`src/rtl/truth_table_sweeper.sv`:
```
// Exhaustive stimulus/capture engine: walks all 2^N_IN input vectors, captures a
// 1-bit DUT response per vector and scores it against an expected truth table.
module truth_table_sweeper #(
  parameter int unsigned N_IN        = 4,
  parameter int unsigned HOLD_CYCLES = 2
) (
  input  logic                   clk,
  input  logic                   rst,
  input  logic                   start,
  input  logic [(1<<N_IN)-1:0]   exp_table,
  input  logic                   z_in,
  output logic [N_IN-1:0]        vec_out,
  output logic                   busy,
  output logic                   done,
  output logic [(1<<N_IN)-1:0]   table_out,
  output logic [N_IN:0]          ones_count,
  output logic [N_IN:0]          fail_count,
  output logic [N_IN-1:0]        first_fail_idx
);

  localparam int unsigned N_VEC = 1 << N_IN;
  localparam int unsigned CW    = N_IN + 1;
  localparam int unsigned HW    = (HOLD_CYCLES > 1) ? $clog2(HOLD_CYCLES) : 1;

  localparam logic [HW-1:0]   HOLD_LAST = HW'(HOLD_CYCLES - 1);
  localparam logic [N_IN-1:0] VEC_LAST  = N_IN'(N_VEC - 1);

  typedef enum logic [1:0] {
    S_IDLE,
    S_APPLY,
    S_DONE
  } state_t;

  state_t            state, state_nxt;
  logic [HW-1:0]     hold_cnt, hold_nxt;
  logic [N_IN-1:0]   vec_nxt;
  logic              busy_nxt, done_nxt;
  logic [N_VEC-1:0]  table_nxt;
  logic [CW-1:0]     ones_nxt, fail_nxt;
  logic [N_IN-1:0]   first_nxt;
  logic              mismatch;

  // State register and registered outputs
  always_ff @(posedge clk) begin
    if (rst) begin
      state          <= S_IDLE;
      hold_cnt       <= '0;
      vec_out        <= '0;
      busy           <= 1'b0;
      done           <= 1'b0;
      table_out      <= '0;
      ones_count     <= '0;
      fail_count     <= '0;
      first_fail_idx <= '0;
    end else begin
      state          <= state_nxt;
      hold_cnt       <= hold_nxt;
      vec_out        <= vec_nxt;
      busy           <= busy_nxt;
      done           <= done_nxt;
      table_out      <= table_nxt;
      ones_count     <= ones_nxt;
      fail_count     <= fail_nxt;
      first_fail_idx <= first_nxt;
    end
  end

  // Next-state and next-output logic
  always_comb begin
    state_nxt = state;
    hold_nxt  = hold_cnt;
    vec_nxt   = vec_out;
    busy_nxt  = busy;
    done_nxt  = done;
    table_nxt = table_out;
    ones_nxt  = ones_count;
    fail_nxt  = fail_count;
    first_nxt = first_fail_idx;
    mismatch  = (z_in != exp_table[vec_out]);

    case (state)
      S_IDLE, S_DONE: begin
        if (start) begin
          state_nxt = S_APPLY;
          hold_nxt  = '0;
          vec_nxt   = '0;
          busy_nxt  = 1'b1;
          done_nxt  = 1'b0;
          table_nxt = '0;
          ones_nxt  = '0;
          fail_nxt  = '0;
          first_nxt = '0;
        end
      end

      S_APPLY: begin
        if (hold_cnt != HOLD_LAST) begin
          hold_nxt = hold_cnt + HW'(1);
        end else begin
          // Capture edge: DUT has had HOLD_CYCLES clocks to settle
          table_nxt[vec_out] = z_in;
          ones_nxt           = ones_count + CW'(z_in);
          if (mismatch) begin
            fail_nxt = fail_count + CW'(1);
            if (fail_count == '0) first_nxt = vec_out;
          end
          if (vec_out == VEC_LAST) begin
            state_nxt = S_DONE;
            busy_nxt  = 1'b0;
            done_nxt  = 1'b1;
          end else begin
            vec_nxt  = vec_out + N_IN'(1);
            hold_nxt = '0;
          end
        end
      end

      default: state_nxt = S_IDLE;
    endcase
  end

endmodule
```
`config.mk`:
```
export PLATFORM = sky130hd
export DESIGN_NAME = truth_table_sweeper
export DESIGN_NICKNAME = d
export VERILOG_FILES = /design/src/rtl/truth_table_sweeper.sv
export SDC_FILE = /design/constraint.sdc
export NUM_CORES = 1
export LEC_CHECK = 0
export ABC_CLOCK_PERIOD_IN_PS = 4400
export BUFFER_PORTS_ARGS = -buffer_cell sky130_fd_sc_hd__clkbuf_2
export CAP_MARGIN = 20
export CORE_MARGIN = 2
export CORE_UTILIZATION = 50
export DETAILED_ROUTE_END_ITERATION = 8
export HOLD_SLACK_MARGIN = 0.15
export PLACE_DENSITY = 0.76
export SLEW_MARGIN = 5
export SYNTH_ARGS = -nofsm -noshare
export SYNTH_HDL_FRONTEND = slang
export SYNTH_SLANG_ARGS = --single-unit
export TNS_END_PERCENT = 30
```
`constraint.sdc`:
```
create_clock -name clk -period 4.4 [get_ports clk]
set_clock_uncertainty 0.1 [all_clocks]
set_input_delay 0.88 -clock clk [delete_from_list [all_inputs] [get_ports clk]]
set_output_delay 0.88 -clock clk [all_outputs]
set_load 0.02 [all_outputs]
```
## After elaboration in Yosys (flattened, before gate mapping)

Index checks and enable logic that the tools add are counted.

- Flip-flop bits (word level): 39
- Input bits: 20
- Logic and storage cells: 74

- $add $sub $neg: 4
- Magnitude comparators: 2
- Equal/unequal tests: 10
- Muxes and demuxes: 37
- Reduce and logical (&&, ||, !) cells: 12

Operators with widths:

| cell | number |
|---|---|
| 16-bit 2-to-1 mux | 2 |
| 16-bit one-hot mux with 2 select lines | 1 |
| 4-bit 2-to-1 mux | 6 |
| 5-bit 2-to-1 mux | 4 |
| 5-bit one-hot mux with 2 select lines | 2 |
| 16-bit bitwise mux | 1 |
| 4-bit one-hot mux with 2 select lines | 2 |
| 2-bit != test (second input constant) | 6 |
| 4-bit AND reduction | 3 |
| 1-bit 2-to-1 mux | 10 |
| 2-bit 2-to-1 mux | 3 |
| 1-bit one-hot mux with 2 select lines | 3 |
| 3-bit AND reduction | 2 |
| 5-bit by 1-bit adder with 5-bit output | 1 |
| 5-bit by 1-bit adder with 5-bit output (second input constant) | 1 |
| 5-bit zero test | 1 |
| 4-bit by 5-bit less-than comparator with 1-bit output (second input constant) | 1 |
| 5-bit AND reduction | 1 |
| 4-bit by 1-bit adder with 4-bit output (second input constant) | 1 |
| 1-bit binary-select mux with 4-bit select | 1 |
| 1-bit demux with 4-bit select | 1 |
| 4-bit == test (second input constant) | 1 |
| 4-bit by 1-bit >= comparator with 1-bit output (second input constant) | 1 |
| 2-bit one-hot mux with 2 select lines | 1 |
| other kinds (9) | 9 |

## Longest topological paths before layout

Gate-level depths: netlist of the first run.

- Word-level depth: 7
- Mapped depth: 8
- Gate-level depth less buffers: 7

## Least setup slack after synthesis of the first run

Ideal clock, no wire load.

- Path kind: input-to-reg
- Start point: in exp_table[6]
- End point: reg first_fail_idx[1]
- Data arrival time: 2.668 ns
- Required time: 4.208 ns
- Slack: 1.540 ns
- Stages: 5
- Buffers on the path: 0
- Path through: mux4_2 mux4_2 xnor2_2 or4_4 o32ai_1

- Cells in the longest elaborated chain, start to end: 5

RTL lines:

| item | RTL line | RTL |
|---|---|---|
| start, declared | 10 | `input logic [(1<<N_IN)-1:0] exp_table,` |
| 1-bit binary-select mux with 4-bit select | 79 | `mismatch = (z_in != exp_table[vec_out]);` |
| 1-bit 2-to-1 mux (not written as such) | 79 |  |
| 1-bit != test | 79 |  |
| 2-bit != test (no line) | - |  |
| 5-bit AND reduction (no line) | - |  |
| end signal, assigned | 64 | `first_fail_idx <= first_nxt;` |
| end, declared | 18 | `output logic [N_IN-1:0] first_fail_idx` |

No other way between the ends. The select of a mux whose other input is x is not followed.
A chain may end at the register's enable or synchronous reset.

## Final worst setup path of the first run

- Start point: reg vec_out[1]
- End point: reg first_fail_idx[1]

- Cells in the longest elaborated chain, start to end: 5
- Elaborated cells on any way between the ends: 9
- Classes of those cells: 2 x eq/ne; 6 x mux; 1 x reduce/logical

RTL lines:

| item | RTL line | RTL |
|---|---|---|
| start, declared | 12 | `output logic [N_IN-1:0] vec_out,` |
| start signal, assigned | 58 | `vec_out <= vec_nxt;` |
| 1-bit binary-select mux with 4-bit select | 79 |  |
| 1-bit 2-to-1 mux (not written as such) | 79 |  |
| 1-bit != test | 79 |  |
| 2-bit != test (no line) | - |  |
| 5-bit AND reduction (no line) | - |  |

Several ways; a longest one is shown, not always the timed one. The select of a mux whose other input is x is not followed.

==> impl_metrics.json, run 1 <==
{
  "synth.distinct_cells": 38,
  "ctsHoldBuffers": 0,
  "yosysTopAreaCellShare": 0.362,
  "instances_no_fill": 345,
  "power.density_nw_per_um2": 297,
  "netlist_instances": 248,
  "dr_total_vias": 1938,
  "top_layer_used": "met4",
  "tns_ns": 0,
  "crit_required_ns": 4.51,
  "gr-total-overflow": 0,
  "start_kind": "flip-flop",
  "fin_crit_sh": 0.620,
  "status": "complete, no violations",
  "setup-violations-final": 0,
  "p_leak_nw": 1.03,
  "coreArea_um2": 4090,
  "ctsResizeCount": 0,
  "rsz0062_at_grt": "no",
  "clock_path_buffers": 2,
  "grt_pass1_vias": 1785,
  "avgRoutedWirePerCell_um": 14.0,
  "routed-wl-met3_um": 298,
  "drc": 0,
  "area_growth_pct": 17.9,
  "grt_max_degree": 38,
  "antenna_cells": 0,
  "drt_first_pass_iters": 4,
  "tritoncts": "yes",
  "fin_nets": 322,
  "place_hpwl_mm": 3.37,
  "cts_sinks": 39,
  "num_rows": 23,
  "hold_class": "reg2reg",
  "hp-start": "done$_SDFFE_PP0P_",
  "vdd_drop_max_mv": 0.177,
  "maxCapViolCount": 0,
  "hold_viol": 0,
  "grt.total_usage": 0.209,
  "place_area_um2": 2420,
  "cp_data_arrival_time_ns": 2.84,
  "port-buffer-count": 55,
  "die_y_um": 69.6,
  "totalWireLength_mm": 4.84,
  "ys_ff_latch": 39,
  "dr.first_iter.drc_count": 159,
  "finalWorstSetupSlack_ns": 1.67,
  "crit_path_end_kind": "flip-flop",
  "postSynthAreaPerCell_um2": 8.69,
  "layout-drive-gt1-share": 0.305,
  "holdWs_ns": 0.361,
  "antenna_found_initial": 0,
  "ys_seq_area_frac": 0.362,
  "io_pins": 56,
  "cts-root-buf": "clkbuf_8",
  "fin_area_um2": 2540,
  "gp_congestion": 0.848,
  "dp_cells": 337,
  "drv_slew": 0,
  "critPathMaxFanout": 9,
  "die_area_um2": 4850,
  "dr_wl_met2_mm": 2.31,
  "clkTransAtPathRegs_ns": 0.08,
  "die_w_um": 69.6,
  "crit_type": "reg2reg",
  "via_per_inst": 5.62,
  "worst_pin_slew_ns": 0.824,
  "grt_pass1_wl_mm": 8.34,
  "r2r_slack_ns": 1.67,
  "crit_path_start": "vec_out[1]$_SDFFE_PP0P_",
  "fillCellCount": 367,
  "cts_setup_buffers": 0,
  "fin_crit_ns": 2.73,
  "yosysTopAreaCell": "dfxtp_1",
  "place_ws_ns": 1.37,
  "ys_warn_count": 0,
  "maxSlewHeadroom": 0.449,
  "synth_nets": 276,
  "yosys-top-cells-area": "dfxtp_1 (36%), mux2_2 (7.8%), nor2_1 (5.6%)",
  "synth_area_um2": 2150,
  "fmax_ghz": 0.366,
  "wl_met1_mm": 2.18,
  "start_util": 0.527,
  "drtAntennaViolNets": 0,
  "htreeDepth": 2,
  "cts_made_buffers": 5,
  "insertion_delay_ns": 0.30,
  "r2r-start": "vec_out[1]$_SDFFE_PP0P_"
}
-- cell families after synthesis --
| kind of cell | Yosys count | synth area share |
|---|---|---|
| simple gates | 108 | 0.241 |
| flops | 39 | 0.362 |
| compound gates | 29 | 0.0854 |
| mux | 29 | 0.172 |
| buf+inv | 28 | 0.0569 |
| fa+ha+maj | 8 | 0.0465 |
| xor+xnor | 7 | 0.0354 |
-- path summary, 6_finish.rpt --
path                                                        to  cells after the start
worst max register to register  first_fail_idx[1]$_SDFFE_PP0P_                      5
worst min register to register               done$_SDFFE_PP0P_                      2
worst min-delay path                         done$_SDFFE_PP0P_                      2
worst max-delay path            first_fail_idx[1]$_SDFFE_PP0P_                      5
-- where the power goes --
group,switching [mW],total [mW],internal (mW)
logic,0.0511,0.0795,0.0284
registers,0.00495,0.361,0.356
clock network,0.130,0.314,0.184
total,0.186,0.755,0.568
-- state kept, by name, summed over array words and instances (netlist names) --
name	count
busy	1
ones_count	5
table_out	16
state	2
done	1
first_fail_idx	4
vec_out	4
fail_count	5
hold_cnt	1
-- per-layer routing --
layer  global-route usage  vias up
met4               0.0577        0
met2                0.334       55
met5                    0        -
met1                0.280      913
li1                     -      962
met3               0.0552        8
-- stage by stage --
stage / power [mW] / util
floorplan: 0.427 / -
global placement: 0.447 / 0.593
detailed placement: 0.448 / 0.593
CTS: 0.763 / 0.622
global route: 0.784 / 0.622
finish: 0.755 / 0.622
-- area by class of cell --
cell class                      count  area (µm²)  share of cell area
Clock buffer                        6        82.6              0.0325
Clock inverter                      2        35.0              0.0138
Inverter                           10        37.5              0.0148
Multi-Input combinational cell    181        1250               0.493
Sequential cell                    39         781               0.307
Tap cell                           50        62.6              0.0246
Timing Repair Buffer               57         290               0.114
-- cells in the mapped netlist --
library cell   n
nor2_1        32
inv_1          9
xor2_1         3
a21oi_1       15
buf_2          5
or4_4          1
nor3b_1        1
buf_4          1
nand4_1       12
or4b_1         1
nor3_1         3
xor2_2         1
nand2_1       24
ha_1           8
clkbuf_1      11
o211ai_2       1
nor2b_1        2
mux4_2         5
mux2_2        15
or3b_2         1
clkinv_1       1
nand2b_1       3
a31oi_1        2
buf_6          1
nand3b_1       1
o31ai_1        2
or3_1          5
and3_1         1
dfxtp_1       39
o32ai_1        3
a22oi_1        1
mux2i_1        9
o21ai_0        2
nand3_1       21
a311oi_1       2
xnor2_2        1
xnor2_1        2
a211oi_1       1
-- cells in the final DEF, fill, tap and decap left out, types with 5 or more instances in the layout --
cell type	Yosys	layout
nand4_1	12	12
clkbuf_8	0	6
mux4_2	5	5
mux2i_1	9	9
nand2_1	24	24
ha_1	8	8
or3_1	5	5
mux2_2	15	15
nor2_1	32	32
dfxtp_1	39	39
nand3_1	21	21
clkbuf_2	0	55
inv_1	9	9
a21oi_1	15	15
-- critical path: stages, from the launching register on --
cell	delay, ns
dfxtp_1	0.58
mux4_2	0.58
mux4_2	0.55
xnor2_2	0.17
or4_4	0.53
o32ai_1	0.13
Power figures use the tool's default switching activity.
==> inputs of run 2 (changes only) <==
--- a/config.mk
+++ b/config.mk
@@ -5,14 +5,14 @@
 export SDC_FILE = /design/constraint.sdc
 export NUM_CORES = 1
 export LEC_CHECK = 0
-export ABC_CLOCK_PERIOD_IN_PS = 4400
+export ABC_CLOCK_PERIOD_IN_PS = 2200
 export BUFFER_PORTS_ARGS = -buffer_cell sky130_fd_sc_hd__clkbuf_2
 export CAP_MARGIN = 20
 export CORE_MARGIN = 2
-export CORE_UTILIZATION = 50
+export CORE_UTILIZATION = 47
 export DETAILED_ROUTE_END_ITERATION = 8
 export HOLD_SLACK_MARGIN = 0.15
-export PLACE_DENSITY = 0.76
+export PLACE_DENSITY = 0.75
 export SLEW_MARGIN = 5
 export SYNTH_ARGS = -nofsm -noshare
 export SYNTH_HDL_FRONTEND = slang
==> constraint.sdc (replaced) <==
create_clock -name clk -period 2.2 [get_ports clk]
set_clock_uncertainty 0.1 [all_clocks]
set_input_delay 0.44 -clock clk [delete_from_list [all_inputs] [get_ports clk]]
set_output_delay 0.44 -clock clk [all_outputs]
set_load 0.02 [all_outputs]
==> run 2 against run 1 <==
Compared with the run above:
- the run now ends with negative setup slack left
- hold slack lost 0.0046 ns
- register-to-register slack lost 1.8 ns
- first-iteration DRC count shrank 43%
- maximum frequency grew 16%
- total power grew 110%
- non-clock buffer count grew 20
- clock-buffer cell count grew 1
- via count grew 4.1%
- global-route usage is essentially flat
- cell area grew 8.3%
- sequential share of layout area shrank 2.2 points
- critical path type unchanged
- critical endpoint is now first_fail_idx[0]$_SDFFE_PP0P_
- highest routed layer unchanged
==> impl_metrics.json, run 2 (synthesis gave the netlist of run 1 again) <==
{
  "insertion_delay_ns": 0.29,
  "cts_sinks": 39,
  "hp-start": "rst",
  "place_area_um2": 2600,
  "cp_common_cell": "mux4_2",
  "r2r_end": "first_fail_idx[0]$_SDFFE_PP0P_",
  "maxCapViolCount": 0,
  "avgRoutedWirePerCell_um": 13.6,
  "io_pins": 56,
  "start_util": 0.491,
  "grt.total_usage": 0.209,
  "drtAntennaViolNets": 0,
  "totalWireLength_mm": 4.99,
  "instances_no_fill": 367,
  "p_leak_nw": 1.14,
  "clkTransAtPathRegs_ns": 0.08,
  "via_per_inst": 5.50,
  "die_y_um": 71.7,
  "layout-drive-gt1-share": 0.365,
  "layout_commonest_cell": "clkbuf_2",
  "gp_congestion": 0.877,
  "crit_path_end": "first_fail_idx[0]$_SDFFE_PP0P_",
  "coreArea_um2": 4380,
  "critPathMaxFanout": 5,
  "fmax_ghz": 0.426,
  "cp.depth": 5,
  "fin_nets": 342,
  "violations": "negative setup slack",
  "cts_made_buffers": 5,
  "antenna_found_initial": 0,
  "crit_family": "multiplexers",
  "vdd_drop_max_mv": 0.366,
  "slowest_stage": "mux4_2",
  "cp_data_arrival_time_ns": 2.46,
  "dp_cells": 359,
  "largest_reg_flops": 16,
  "crit_path_end_kind": "flip-flop",
  "num_rows": 24,
  "regMostFlops": "table_out",
  "fin_crit_ns": 2.35,
  "r2r_slack_ns": -0.15,
  "fin_area_um2": 2750,
  "setup-violations-final": 7,
  "port-buffer-count": 55,
  "crit_path_start": "vec_out[1]$_SDFFE_PP0P_",
  "grt_pass1_vias": 1909,
  "reg.largest.list": "table_out: 16 flops, fail_count: 5 flops, ones_count: 5 flops",
  "status": "complete, but fails checks",
  "drt_first_pass_iters": 4,
  "die_w_um": 71.7,
  "power.density_nw_per_um2": 573,
  "place_hpwl_mm": 3.76,
  "hold_viol": 0,
  "maxSlewHeadroom": 0.709,
  "max_stage_delay_ns": 0.53,
  "htreeDepth": 2,
  "drc": 0,
  "tritoncts": "yes",
  "ctsHoldBuffers": 0,
  "grt_max_degree": 21,
  "holdWs_ns": 0.357,
  "layout_common_cells": "clkbuf_2 (55), dfxtp_1 (38), nor2_1 (32), nand2_1 (24), buf_4 (22)",
  "drv_slew": 0,
  "start_kind": "flip-flop",
  "crit_required_ns": 2.31,
  "r2r-start": "vec_out[1]$_SDFFE_PP0P_",
  "grt_pass1_wl_mm": 8.63,
  "area_growth_pct": 27.7,
  "antenna_cells": 0,
  "hold_class": "in2reg",
  "clock_path_buffers": 2,
  "crit_type": "reg2reg",
  "dr.first_iter.drc_count": 91,
  "worst_pin_slew_ns": 0.436,
  "gr-total-overflow": 0,
  "finalWorstSetupSlack_ns": -0.150,
  "fin_crit_sh": 1.07,
  "cts-root-buf": "clkbuf_8",
  "dr_total_vias": 2017,
  "cp_num_buf_inv": 0,
  "die_area_um2": 5140,
  "rsz0062_at_grt": "yes",
  "r2r.worst_path.cells": 5,
  "crit_chain": "mux4_2 > mux4_2 > xnor2_2 > or4_4 > o32ai_2"
}
[run 2: changes by cell type in the layout (fill, tap and decap cells not counted), sizes merged]
cell | before | now
buf | 2 | 22
clkbuf | 61 | 62
clkinv | 2 | 1
[run 2: layer usage]
layer / GRT usage / wire length [µm] / vias up
met2: 0.350 / 2460 / 43
li1: - / - / 1009
met3: 0.0492 / 180 / 6
met4: 0.0545 / 48 / 0
met5: 0 / 0 / -
met1: 0.272 / 2300 / 959
[run 2: worst register-to-register path, delay by kind of cell (launching register included)]
family / cells / cell delay, ns
xor gates and xnor gates: 1 / 0.17
DFF: 1 / 0.40
and+or+nand+nor: 1 / 0.46
muxes: 2 / 1.05
AOI/OAI and AO/OA: 1 / 0.10
[run 2: area by class of cell]
class | instances | area, µm²
clock buffers | 7 | 97.6
clock inverters | 1 | 30.0
fillers | 413 | 1630
inverters | 10 | 37.5
multi-input cells | 181 | 1300
flip-flops and latches | 39 | 785
well taps | 52 | 65.1
repair buffers | 77 | 440
[run 2: stage by stage]
stage	setup TNS, ns	setup WS (ns)	total power [mW]	util
5_1_grt	-1.41	-0.229	1.64	0.628
6_report	-0.698	-0.150	1.58	0.628
3_3_place_gp	-1.20	-0.192	0.925	0.593
2_1_floorplan	-0.785	-0.235	0.854	-
3_5_place_dp	-1.53	-0.242	0.930	0.593
4_1_cts	-0.816	-0.165	1.59	0.624
[run 2: report_power, final]
part	leakage, nW	total (mW)	internal (mW)	switching (mW)
Combinational	0.762	0.200	0.0816	0.118
Sequential	0.316	0.717	0.711	0.00603
Clock	0.0636	0.659	0.408	0.251
[run 2: worst min path at each step]
| stage | endpoint | slack [ns] | cells after the start |
|---|---|---|---|
| floorplan | done$_SDFFE_PP0P_ | 0.43 | 2 |
| global placement | done$_SDFFE_PP0P_ | 0.36 | 2 |
| detailed placement | done$_SDFFE_PP0P_ | 0.36 | 2 |
| CTS | hold_cnt$_SDFFE_PP0P_ | 0.35 | 2 |
| global route | hold_cnt$_SDFFE_PP0P_ | 0.36 | 2 |
| finish | hold_cnt$_SDFFE_PP0P_ | 0.36 | 2 |
[run 2: what timing repair did]
item / CTS / global route
hold endpoints to repair: 0 / 0
setup endpoints to repair: 8 / 8
pin swaps: 2 / 0
gates resized for setup: 2 / 2
buffers inserted: 0 / 0
==> inputs of run 3 (changes only) <==
--- a/config.mk
+++ b/config.mk
@@ -12,7 +12,7 @@
 export CORE_UTILIZATION = 47
 export DETAILED_ROUTE_END_ITERATION = 8
 export HOLD_SLACK_MARGIN = 0.15
-export PLACE_DENSITY = 0.75
+export PLACE_DENSITY = 0.79
 export SLEW_MARGIN = 5
 export SYNTH_ARGS = -nofsm -noshare
 export SYNTH_HDL_FRONTEND = slang
==> run 3 against run 2 <==
Compared with the run above:
- the flow still finishes with violations (negative setup slack)
- global-route usage grew 0.057 points
- combinational power barely moved
- sequential share of layout area grew 0.25 points
- largest power group unchanged
- clock-buffer cell count fell by 1
- cell area decreased by 0.86%
- via count decreased by 1.1%
- routed wire length grew 0.20%
- largest cell class unchanged
- critical path depth unchanged
- non-clock buffer count decreased by 3
- die area did not move
==> impl_metrics.json, run 3 (synthesis gave the netlist of run 1 again) <==
{
  "area_growth_pct": 26.6,
  "grt.total_usage": 0.210,
  "fin_crit_sh": 1.08,
  "layout_common_cells": "clkbuf_2 (55), dfxtp_1 (38), nor2_1 (32), nand2_1 (24), nand3_1 (21)",
  "crit_path_end_kind": "flip-flop",
  "die_w_um": 71.7,
  "cts_sinks": 39,
  "crit_required_ns": 2.30,
  "gr-total-overflow": 0,
  "crit_type": "reg2reg",
  "largest_reg_flops": 16,
  "drt_first_pass_iters": 4,
  "vdd_drop_max_mv": 0.335,
  "finalWorstSetupSlack_ns": -0.170,
  "r2r_slack_ns": -0.17,
  "hold_depth": 3,
  "violations": "negative setup slack",
  "start_kind": "flip-flop",
  "fin_crit_ns": 2.37,
  "p_leak_nw": 1.13,
  "min_to": "state[1]$_SDFFE_PP0P_",
  "cp_data_arrival_time_ns": 2.47,
  "fin_area_um2": 2730,
  "rsz0062_at_grt": "yes",
  "drtAntennaViolNets": 0,
  "gp_congestion": 0.832,
  "reg.largest.list": "table_out: 16 flops, fail_count: 5 flops, ones_count: 5 flops",
  "maxCapViolCount": 0,
  "r2r.worst_path.cells": 5,
  "maxSlewHeadroom": 0.723,
  "grt_pass1_wl_mm": 8.59,
  "hold_viol": 0,
  "worst_pin_slew_ns": 0.415,
  "grt_pass1_vias": 1845,
  "instances_no_fill": 364,
  "clock_path_buffers": 2,
  "port-buffer-count": 55,
  "layout_commonest_cell": "clkbuf_2",
  "dr_total_vias": 1995,
  "grt_max_degree": 26,
  "fin_nets": 339,
  "r2r_end": "first_fail_idx[1]$_SDFFE_PP0P_",
  "dp_cells": 355,
  "start_util": 0.491,
  "p_clk_frac": 0.403,
  "hold_class": "in2reg",
  "num_rows": 24,
  "antenna_cells": 0,
  "clkTransAtPathRegs_ns": 0.07,
  "totalWireLength_mm": 5.00,
  "ctsHoldBuffers": 0,
  "r2r-start": "vec_out[1]$_SDFFE_PP0P_",
  "place_ws_ns": -0.259,
  "p_sw_frac": 0.244,
  "fmax_ghz": 0.422,
  "dr.first_iter.drc_count": 117,
  "tritoncts": "yes",
  "die_y_um": 71.7,
  "layout-drive-gt1-share": 0.362,
  "hp-start": "start",
  "p_seq_frac": 0.467,
  "io_pins": 56,
  "drv_slew": 0,
  "combinationalPowerShare": 0.130,
  "setup-violations-final": 6,
  "intPower_mw": 1.16,
  "via_per_inst": 5.48,
  "insertion_delay_ns": 0.29,
  "antenna_found_initial": 0,
  "cts_made_buffers": 5,
  "drc": 0,
  "critPathMaxFanout": 5,
  "status": "complete, but fails checks",
  "place_hpwl_mm": 3.64,
  "place_area_um2": 2580,
  "die_area_um2": 5140,
  "avgRoutedWirePerCell_um": 13.7,
  "power.density_nw_per_um2": 563,
  "regMostFlops": "table_out",
  "coreArea_um2": 4380,
  "cts-root-buf": "clkbuf_8",
  "htreeDepth": 2,
  "switchingPower_uw": 375
}
[run 3: cell count changes in the layout (fill, tap and decap cells not counted)]
cell,previous run,this run
a21oi_2,0,2
a21oi_4,2,0
buf_12,0,1
buf_4,22,18
clkbuf_1,1,0
clkbuf_16,1,0
clkbuf_8,5,6
clkinv_2,0,1
xor2_2,1,0
xor2_4,0,1
[run 3: cell type report]
class | instances | area [µm²]
clock inverters | 2 | 35.0
clock buffers | 6 | 82.6
multi-input cells | 181 | 1290
flip-flops and latches | 39 | 785
repair buffers | 74 | 430
fillers | 390 | 1660
well taps | 52 | 65.1
inverters | 10 | 37.5
[run 3: worst max-delay path, stage by stage (launching register included)]
cell	delay (ns)
dfxtp_4	0.39
mux4_2	0.52
mux4_2	0.53
xnor2_2	0.17
or4_4	0.46
o32ai_2	0.11
[run 3: how the worst max path moves through the flow]
| stage | from | cells past startpoint | end | slack [ns] |
|---|---|---|---|---|
| 6_report | vec_out[1]$_SDFFE_PP0P_ | 5 | first_fail_idx[1]$_SDFFE_PP0P_ | -0.17 |
| 5_1_grt | vec_out[1]$_SDFFE_PP0P_ | 5 | first_fail_idx[1]$_SDFFE_PP0P_ | -0.23 |
| 4_1_cts | vec_out[1]$_SDFFE_PP0P_ | 5 | first_fail_idx[2]$_SDFFE_PP0P_ | -0.15 |
| 3_5_place_dp | exp_table[0] | 6 | first_fail_idx[2]$_SDFFE_PP0P_ | -0.26 |
| 3_3_place_gp | exp_table[6] | 6 | first_fail_idx[0]$_SDFFE_PP0P_ | -0.22 |
| 2_1_floorplan | vec_out[1]$_SDFFE_PP0P_ | 6 | first_fail_idx[1]$_SDFFE_PP0P_ | -0.24 |
[run 3: stage by stage]
stage | utilization | hold WS (ns) | total power [mW] | setup TNS, ns
after CTS | 0.620 | 0.364 | 1.54 | -0.659
after detailed placement | 0.589 | 0.355 | 0.926 | -1.24
final | 0.622 | 0.364 | 1.54 | -0.675
after global routing | 0.622 | 0.375 | 1.59 | -1.30
after floorplan | - | 0.435 | 0.854 | -0.785
after global placement | 0.589 | 0.355 | 0.922 | -1.05
[run 3: layer usage]
metal | GRT usage | part of all wire | up-vias
li1 | - | - | 1000
met1 | 0.269 | 0.43 | 930
met2 | 0.349 | 0.50 | 58
met3 | 0.0422 | 0.056 | 7
met4 | 0.0797 | 0.013 | 0
met5 | 0 | 0 | -
[run 3: what timing repair did]
action                     in CTS  in global routing
gates resized for setup         2                  1
buffers inserted                1                  0
pin swaps                       2                  1
setup endpoints to repair       5                  8
[run 3: power by group through the flow]
| stage | registers [mW] | logic (mW) | clock network [mW] |
|---|---|---|---|
| after detailed placement | 0.733 | 0.193 | 0 |
| after CTS | 0.717 | 0.197 | 0.630 |
| after global placement | 0.733 | 0.189 | 0 |
| final | 0.716 | 0.200 | 0.619 |
| after global routing | 0.718 | 0.220 | 0.657 |
| after floorplan | 0.737 | 0.116 | 0 |
